==> src/rtl/ffjk_bank.sv <==
// Bank of WIDTH JK flip-flops with JK, parallel-load, shift and up/down count modes.
// Define FFJK_BANK_SAT_EN for a saturating counter; otherwise the counter wraps.
module ffjk_bank #(
    parameter int              WIDTH   = 4,
    parameter logic [WIDTH-1:0] RST_VAL = {WIDTH{1'b0}}
) (
    input  logic             CLK,
    input  logic             RST,
    input  logic             ENABLE,
    input  logic [1:0]       MODE,
    input  logic [WIDTH-1:0] J,
    input  logic [WIDTH-1:0] K,
    input  logic [WIDTH-1:0] D,
    input  logic             SIN,
    output logic [WIDTH-1:0] Q,
    output logic             CHG,
    output logic             TC
);

    localparam logic [1:0]       MODE_JK    = 2'b00;
    localparam logic [1:0]       MODE_LOAD  = 2'b01;
    localparam logic [1:0]       MODE_SHIFT = 2'b10;
    localparam logic [1:0]       MODE_COUNT = 2'b11;
    localparam logic [WIDTH-1:0] ALL_ONES   = {WIDTH{1'b1}};
    localparam logic [WIDTH-1:0] ALL_ZEROS  = {WIDTH{1'b0}};
    localparam logic [WIDTH-1:0] ONE        = {{(WIDTH-1){1'b0}}, 1'b1};

    logic [WIDTH-1:0] q_q, q_d;
    logic             chg_q, chg_d;
    logic             tc_q, tc_d;

    // Next-state selection for the bank and its flags (reset is applied in the register)
    always_comb begin
        q_d  = q_q;
        tc_d = 1'b0;
        if (ENABLE) begin
            case (MODE)
                MODE_JK:    q_d = (J & ~q_q) | (~K & q_q);
                MODE_LOAD:  q_d = D;
                MODE_SHIFT: q_d = {q_q[WIDTH-2:0], SIN};
                MODE_COUNT: begin
`ifdef FFJK_BANK_SAT_EN
                    // At the limit the count holds and reports the attempt via TC
                    if (!SIN) begin
                        if (q_q == ALL_ONES) begin
                            q_d  = q_q;
                            tc_d = 1'b1;
                        end else begin
                            q_d  = q_q + ONE;
                        end
                    end else begin
                        if (q_q == ALL_ZEROS) begin
                            q_d  = q_q;
                            tc_d = 1'b1;
                        end else begin
                            q_d  = q_q - ONE;
                        end
                    end
`else
                    if (!SIN) begin
                        q_d  = q_q + ONE;
                        tc_d = (q_q == ALL_ONES);
                    end else begin
                        q_d  = q_q - ONE;
                        tc_d = (q_q == ALL_ZEROS);
                    end
`endif
                end
                default:    q_d = q_q;
            endcase
        end else begin
            q_d  = q_q;
            tc_d = 1'b0;
        end
        chg_d = ENABLE && (q_d != q_q);
    end

    // State and flag registers with synchronous reset taking priority
    always_ff @(posedge CLK) begin
        if (RST) begin
            q_q   <= RST_VAL;
            chg_q <= 1'b0;
            tc_q  <= 1'b0;
        end else begin
            q_q   <= q_d;
            chg_q <= chg_d;
            tc_q  <= tc_d;
        end
    end

    assign Q   = q_q;
    assign CHG = chg_q;
    assign TC  = tc_q;

endmodule

==> config.mk <==
export PLATFORM = sky130hd
export DESIGN_NAME = ffjk_bank
export DESIGN_NICKNAME = d
export VERILOG_FILES = /design/src/rtl/ffjk_bank.sv
export SDC_FILE = /design/constraint.sdc
export NUM_CORES = 1
export LEC_CHECK = 0
export ABC_AREA = 1
export BUFFER_PORTS_ARGS = -buffer_cell sky130_fd_sc_hd__buf_2
export CORE_MARGIN = 2
export CORE_UTILIZATION = 30
export CTS_CLUSTER_SIZE = 24
export DETAILED_ROUTE_END_ITERATION = 7
export PLACE_DENSITY = 0.54
export SETUP_SLACK_MARGIN = 0.05
export SYNTH_ARGS = -nofsm -noshare
export SYNTH_HDL_FRONTEND = slang
export SYNTH_SLANG_ARGS = --single-unit
==> constraint.sdc <==
create_clock -name CLK -period 4.3 [get_ports CLK]
set_input_delay 0.43 -clock CLK [delete_from_list [all_inputs] [get_ports CLK]]
set_output_delay 0.43 -clock CLK [all_outputs]
set_load 0.01 [all_outputs]
# ---- Word-level counts from Yosys, hierarchy flattened
# Index checks and enable logic that the tools add are counted.
# W data, S select, Z words.
dict set report word_totals {
  register_bits 6
  in_bits 18
  out_inout_bits 6
  elab_cells 25
}
dict set report op_classes {
  add_sub_neg 2
  n_eq_ne 5
  mux 4
  n_bitwise 7
  reduce_logical 4
}
# operator count
set op_table {}
lappend op_table {{$pmux W4 S4} 1}
lappend op_table {{$and A4 B4 Y4} 2}
lappend op_table {{$mux W4} 2}
lappend op_table {{$not A4 Y4} 2}
lappend op_table {{$add A4 B1 Y4 const B} 1}
lappend op_table {{$eq A2 B2 Y1 const B} 2}
lappend op_table {{$eq A4 B4 Y1 const B} 1}
lappend op_table {{$logic_not A4 Y1} 1}
lappend op_table {{$ne A4 B4 Y1} 1}
lappend op_table {{$or A4 B4 Y4} 1}
lappend op_table {{$sub A4 B1 Y4 const B} 1}
lappend op_table {{$reduce_or A3 Y1} 1}
lappend op_table {{$eq A2 B1 Y1 const B} 1}
lappend op_table {{$logic_not A2 Y1} 1}
lappend op_table {{$not A1 Y1} 2}
lappend op_table {{$logic_and A1 B1 Y1} 1}
lappend op_table {{$mux W1} 1}

# ---- Longest topological paths before layout
# Gate-level depths: netlist (run 1).
dict set report depth {
  ltp_word 7
  ltp_mapped 12
  mapped_depth_nobuf 12
}

# ---- Worst setup path before layout (run 1)
# No wires, ideal clock.
dict set report synth_timing {
  path_type {reg-to-reg}
  start {register q_q[2], in the netlist Q[2]}
  end {register chg_q, in the netlist CHG}
  setup_ns 0.111
  arrival_ns 1.530
  t_required_ns 4.189
  path_slack_ns 2.658
  stages_incl_launch_ff 11
  n_path_buf 0
  period_less_slack_ns 1.642
  path_cell_list {dfxtp_1 -> ha_1 -> or2_2 -> nand3_1 -> nand3_1 -> nand2_1 -> nand2_2 -> nand3_1 -> nand3_1 -> nor2_1 -> nor2_1}
}
dict set report synth_between {
  elab_chain_len 7
  word_cells_on_any_way 11
  classes_between {add/sub: 2; eq/ne: 1; mux: 3; bitwise: 4; reduce/logical: 1}
}
# item line_no
set synth_rtl {}
lappend synth_rtl {{start: declaration} 28} ;# logic [WIDTH-1:0] q_q, q_d;
lappend synth_rtl {{start signal: assignment} 85} ;# q_q <= q_d;
lappend synth_rtl {{branches (longest 5 deep; another with $add A4 B1 Y4)} -}
lappend synth_rtl {{$ne A4 B4 Y1 (*)} 75} ;# chg_d = ENABLE && (q_d != q_q);
lappend synth_rtl {{$logic_and A1 B1 Y1 (*)} 75}
lappend synth_rtl {{end signal: assignment} 86} ;# chg_q <= chg_d;
lappend synth_rtl {{end: declaration} 29} ;# logic chg_q, chg_d;
# Every way passes the cells marked *.
# A chain may end at the register's enable or synchronous reset.

# ---- Final worst setup path (run 1)
# Same ends and word-level chain as after synthesis.

==> summary.md, run 1 <==
| Metric | Value |
|---|---|
| TritonRoute pass-1 iters | 4 |
| Clock Power Share | 28.3% |
| Combinational share of power | 34.7% |
| Syn_area_per_cell | 5.92 um2 |
| Die Ht | 47.5 um |
| Number of global-route vias before repair | 622 |
| Sequential Power Share | 37.0% |
| Final #Nets | 145 |
| Clk slew on worst S/H paths | 0.05 ns |
| Worst-margin pin slew | 0.325 ns |
| Residual DRC count | 0 |
| Met2 Usage GRT | 26.8% |
| Power per Cell Area | 245 nW/um2 |
| Ports | 24 |
| Root buffer cell | clkbuf_4 |
| Met3 GRT Util | 5.66% |
| Maximum number of pins on one net before global-route repair | 10 |
| Synth Net Count | 117 |
| Yosys top cell area share | 21.1% |
| Critical Path Start Type | flip-flop |
| Slowest cell delay on critical path | 0.48 ns |
| Fin Setup TNS | 0 ns |
| Ys flop type | dfxtp_1 |
| Setup-failing EPs final | 0 |
| Number of flops mapped to enable cells by yosys | 0 |
| # diodes | 0 |
| Synthesized cell area | 568 um2 |
| Data required, critical path | 4.43 ns |
| CTS Buf Count | 3 |
| Fraction of registers with async set or reset after synthesis | 0% |
| Kind of critical path | flip-flop to flip-flop |
| Crit path DAT | 1.88 ns |
| CP endpoint kind | flip-flop |
| Vias after detailed routing | 706 |
| Min Tclk post-route | 1.75 ns |
| Global-route wire length before repair | 2450 um |
| Placed Area | 714 um2 |
| Worst slew margin | 78.3% |
| Share of cells above drive strength 1 | 27.9% |
| Footprint of the multi-input gates | 394 um2 |
| CP Max Fanout | 8 |
| Final max-slew violation count | 0 |
| Setup bufs post-CTS | 0 |
| Area contributors post-synth | dfxtp_1 (21%), nand2_1 (20%), nand3_1 (8.8%) |
| Mapped Cells | 96 |
| Layout fillers | 219 |
| Final GP Congestion | 0.782 |
| Hpwl dp | 1210 um |
| Leakage | 0.392 nW |
| Design Area, Final | 737 um2 |
| Dominant cell by count in the synthesized netlist | nand2_1 |
| Register area | 120 um2 |
| DR WL/cell | 9.92 um |
| Width of the die | 47.5 um |
| Ys Warns | 0 |
| Synth top cells by count | nand2_1 (31), inv_1 (12), nand3_1 (10) |
| CP max-delay cell | dfxtp_1 |
| Final hold slack | 0.440 ns |
| Critical Path, Cell by Cell | ha_1 > or2_2 > nand3_1 > nand3_1 > nand2_1 > nand2_2 > nand3_1 > nand3_1 > nor2_1 > nor2_1 |
| Clock sink count | 6 |
| M1 GR Usage | 19.6% |
| CTS hold repair buffers | 0 |
| Placed cells | 144 |
| Vias/cell | 4.80 |
| Status | completed |
| Switching component of the power | 0.0624 mW |
| Max Cap Viol | 0 |
| Final WL | 1460 um |
| Initial Util | 32.5% |
| Clock skew | 0.00232 ns |
| Sw frac | 34.5% |
| Yosys reg bits | 6 |
| CTS H-tree depth | 1 |
| Most used cell, CP | nand3_1 |
| Pint | 0.118 mW |
| Final worst-path cycle share | 40.6% |
| Fin cells | 147 |
| Seq/Total Area, Yosys | 21.1% |
| Clk buf depth | 2 |
| Grt total ovfl | 0 |
| Initial DRC Count | 7 |
| Hold Violations, Final | 0 |
| Core Box Area | 1750 um2 |
| Area Growth Syn to Fin | 29.7% |
| RSZ-0062 raised after global routing | no |
| CTS resizes | 0 |
| Max VDD drop | 0.000158 V |
| Fmax achieved | 573 MHz |
| Synth cell types | 22 |
| Largest area contributor in the netlist | dfxtp_1 |
| PortBufs | 23 |
| Hold crit path type | input port to flip-flop |
| ANT nets after route | 0 |
| Worst-Skew Late Latency | 0.24 ns |
| GR peak layer | met2 |
| CTS tree | built |
| GRT Util Overall | 15.5% |
| Initial antenna violation count | 0 |
| Full die area | 2260 um2 |
| # rows | 15 |
-- power by group through the flow --
stage / registers (mW) / logic, mW / clock network [mW]
2_1_floorplan: 0.0684 / 0.0391 / 0
3_3_place_gp: 0.0679 / 0.0631 / 0
3_5_place_dp: 0.0681 / 0.0632 / 0
4_1_cts: 0.0670 / 0.0636 / 0.0531
5_1_grt: 0.0677 / 0.0737 / 0.0566
6_report: 0.0668 / 0.0626 / 0.0512
-- layer usage --
metal,part of all wire [%],up-vias
li1,-,372
met1,48,310
met2,46,24
met3,6.7,0
met4,0,0
met5,0,-
-- state kept, by name, summed over array words and instances, names as in the netlist --
name and cells:
Q 4, CHG 1, TC 1
-- stage by stage --
| step | util (%) | setup WS (ns) | power [mW] |
|---|---|---|---|
| 6_report | 42.2 | 2.55 | 0.181 |
| 5_1_grt | 42.2 | 2.36 | 0.198 |
| 4_1_cts | 42.2 | 2.53 | 0.184 |
| 3_5_place_dp | 40.9 | 2.46 | 0.131 |
| 3_3_place_gp | 40.9 | 2.49 | 0.131 |
| 2_1_floorplan | - | 2.66 | 0.107 |
-- worst paths after layout --
kind         from  endpoint  slack (ns)  depth (start not counted)
min reg2reg  Q[3]      Q[3]        0.57                          2
max          Q[2]       CHG        2.55                         10
max reg2reg  Q[2]       CHG        2.55                         10
min           RST      Q[0]        0.44                          2
-- cells in the final DEF (no fill, tap or decap), types with 2 or more instances in the layout --
master,synthesis,routed
nand2_1,31,31
buf_2,0,23
inv_1,12,12
nand3_1,10,10
a21oi_1,7,7
dfxtp_1,6,6
nor2_1,6,6
o21ai_0,4,4
a31oi_1,3,3
clkbuf_4,0,3
o21ai_1,2,2
nand2_2,2,2
ha_1,2,2
-- critical path, delay by kind of cell (launching register included) --
kind | cells | cell delay, ns
and+or+nand+nor | 9 | 0.85
adders and majority gates | 1 | 0.31
DFF | 1 | 0.48
-- cell type report --
type                    instances  share of cell area (%)
repair buffers                 23                    15.6
multi-input cells              76                    53.5
flip-flops and latches          6                    16.3
clock buffers                   3                    3.06
inverters                      14                    7.30
well taps                      25                    4.24
-- cell families after synthesis --
group / Yosys count / synth area share [%]
AOI/OAI and AO/OA: 21 / 22.7
adders and majority gates: 3 / 7.93
buffers and inverters: 14 / 9.47
DFF: 6 / 21.1
and+or+nand+nor: 52 / 38.8
No activity file was read; power rests on OpenSTA's default activity.
==> inputs of run 2 (changes only) <==
==> constraint.sdc (replaced) <==
create_clock -name CLK -period 1.62 [get_ports CLK]
set_input_delay 0.162 -clock CLK [delete_from_list [all_inputs] [get_ports CLK]]
set_output_delay 0.162 -clock CLK [all_outputs]
set_load 0.01 [all_outputs]
==> run 2 against run 1 <==
  * Sequential share of layout area down 0.78 points
  * Worst hold slack worse by 0.27 ns
  * Maximum frequency up 11%
  * Design area up 8.3%
  * Largest power group is now combinational logic
==> summary.md, run 2 (synthesis results as in run 1) <==
| Metric | Value |
|---|---|
| Status | completed |
| ANT nets after route | 0 (unchanged) |
| # rows | 15 (unchanged) |
| CP endpoint kind | flip-flop |
| Setup-failing EPs final | 0 (unchanged) |
| Root buffer cell | clkbuf_4 |
| Critical Path Start Type | flip-flop |
| Crit path DAT | 1.70 ns (-0.18 ns) |
| Combinational share of power | 39.0% (+4.3 points) |
| PortBufs | 23 (unchanged) |
| Clk buf depth | 2 (unchanged) |
| Placed Area | 746 um2 (+4.4%) |
| Hpwl dp | 1350 um (+12%) |
| Clock sink count | 6 (unchanged) |
| Leakage | 0.417 nW (+6.3%) |
| Crit path depth | 8 (-2) |
| Share of cells above drive strength 1 | 36.2% (+8.4 points) |
| Clock skew | 0.00706 ns (+0.00474 ns) |
| Final max-slew violation count | 0 (unchanged) |
| Global-route wire length before repair | 2660 um (+8.5%) |
| Initial DRC Count | 25 (+18) |
| Design Area, Final | 798 um2 (+8.3%) |
| Die Ht | 47.5 um (unchanged) |
| Final GP Congestion | 0.798 (+2.1%) |
| CP max-delay cell | fa_2 |
| Initial Util | 32.5% (unchanged) |
| Worst slew margin | 76.5% (-1.9 points) |
| Hold Violations, Final | 0 (unchanged) |
| Final WL | 1610 um (+10%) |
| Final Util | 45.7% (+3.5 points) |
| Area Growth Syn to Fin | 40.5% |
| Buffers and inverters on the worst path | 0 (unchanged) |
| Worst-Skew Late Latency | 0.25 ns (about the same) |
| Full die area | 2260 um2 (unchanged) |
| RSZ-0062 raised after global routing | yes |
| M1 GR Usage | 21.8% (+2.2 points) |
| Met2 Usage GRT | 27.6% (+0.81 points) |
| Layout fillers | 196 (-11%) |
| Pint | 0.332 mW (+180%) |
| Cell depth of the worst flop-to-flop path | 8 (-2) |
| Fin Setup TNS | 0 ns (unchanged) |
| CP Max Fanout | 2 (-6) |
| GRT Util Overall | 17.2% (+1.7 points) |
| Fin cells | 152 (+3.4%) |
| Placed cells | 148 (+2.8%) |
| Commonest cells after routing, fill and taps aside | nand2_1 (29), buf_2 (23), inv_1 (12), nand3_1 (10), a21oi_1 (7) |
| Vias after detailed routing | 738 (+4.5%) |
| Min Tclk post-route | 1.57 ns (-0.175 ns) |
| Final hold slack | 0.170 ns (-0.271 ns) |
| Data required, critical path | 1.75 ns (-2.68 ns) |
| Switching component of the power | 0.180 mW (+190%) |
| Met3 GRT Util | 4.53% (-1.1 points) |
| Final worst-path cycle share | 97.0% (+56 points) |
| TritonRoute pass-1 iters | 5 (+1) |
| Hold crit path type | input port to flip-flop |
| Power after layout | 0.513 mW (+180%) |
| CTS hold repair buffers | 0 (unchanged) |
| DR WL/cell | 10.6 um (+6.6%) |
| Crit path max-delay family | adder cells |
| Power per Cell Area | 642 nW/um2 (+160%) |
| Fmax achieved | 636 MHz (+11%) |
| Critical Path, Cell by Cell | fa_2 > nand2_1 > o211ai_1 > nand2_1 > nand3_1 > nand3_1 > nor2_1 > nor2_1 |
| Number of global-route vias before repair | 624 (+0.32%) |
| Initial antenna violation count | 0 (unchanged) |
| Setup WS pre-CTS | 0.0105 ns (-2.45 ns) |
| Worst Setup Slack, final | 0.0487 ns (-2.51 ns) |
| Max Cap Viol | 0 (unchanged) |
| Clock Power Share | 27.7% (-0.6 points) |
| Hold depth | 2 (unchanged) |
| CTS tree | built |
| Sw frac | 35.1% (+0.58 points) |
| Residual DRC count | 0 (unchanged) |
| Width of the die | 47.5 um (unchanged) |
| Grt total ovfl | 0 (unchanged) |
| CTS Buf Count | 3 (unchanged) |
| CTS H-tree depth | 1 (unchanged) |
| Final #Nets | 150 (+3.4%) |
| Sequential Power Share | 33.3% (-3.7 points) |
| Most common cell after layout, fill and taps aside | nand2_1 |
| # diodes | 0 (unchanged) |
| Core Box Area | 1750 um2 (unchanged) |
| Vias/cell | 4.86 (+1.1%) |
| Number of flip-flops in the largest register | 4 (unchanged) |
| Maximum number of pins on one net before global-route repair | 9 (-1) |
| Clk slew on worst S/H paths | 0.05 ns (about the same) |
| GR peak layer | met2 |
| Kind of critical path | flip-flop to flip-flop |
| Slowest cell delay on critical path | 0.55 ns (+0.07 ns) |
| Ports | 24 (unchanged) |
| Max VDD drop | 0.000247 V (+56%) |
| Worst-margin pin slew | 0.352 ns (+0.0269 ns) |
[run 2: cell count changes in the layout (fill, tap and decap cells not counted)]
| cell | delta |
|---|---|
| fa_1 | -1 |
| ha_1 | -1 |
| dfxtp_2 | +3 |
| buf_4 | +5 |
| dfxtp_1 | -3 |
| ha_4 | +1 |
| nand2_1 | -2 |
| nand2_2 | +2 |
| fa_2 | +1 |
[run 2: power by group through the flow]
stage | clock [mW] | sequential (mW) | combinational [mW]
6_report | 0.142 | 0.171 | 0.200
5_1_grt | 0.159 | 0.173 | 0.232
4_1_cts | 0.148 | 0.171 | 0.196
3_5_place_dp | 0 | 0.172 | 0.191
3_3_place_gp | 0 | 0.172 | 0.190
2_1_floorplan | 0 | 0.182 | 0.104
[run 2: final cells by class]
type | count | area [um2] | area share (%)
Tap cell | 25 | 31.3 | 3.92
Clock buffer | 3 | 22.5 | 2.82
Timing Repair Buffer | 28 | 153 | 19.1
Inverter | 14 | 53.8 | 6.74
Multi-Input combinational cell | 76 | 414 | 51.9
Sequential cell | 6 | 124 | 15.5
[run 2: per-layer routing]
metal  vias up  wire length [um]  share of wire [%]
met5         -                 0                  0
met4         0                 0                  0
met2        29               782                 49
met1       327               729                 45
li1        382                 -                  -
met3         0                95                5.9
[run 2: path summary, 6_finish.rpt]
path / start / end / slack (ns)
setup / recovery: Q[0] / CHG / 0.05
setup reg to reg: Q[0] / CHG / 0.05
hold / removal: RST / Q[2] / 0.17
hold reg to reg: Q[3] / Q[3] / 0.57
[run 2: what timing repair did]
item,in CTS,in global routing
pin swaps,2,1
setup endpoints to repair,1,2
resized for setup,4,2
gates cloned,0,0
buffers inserted,0,1
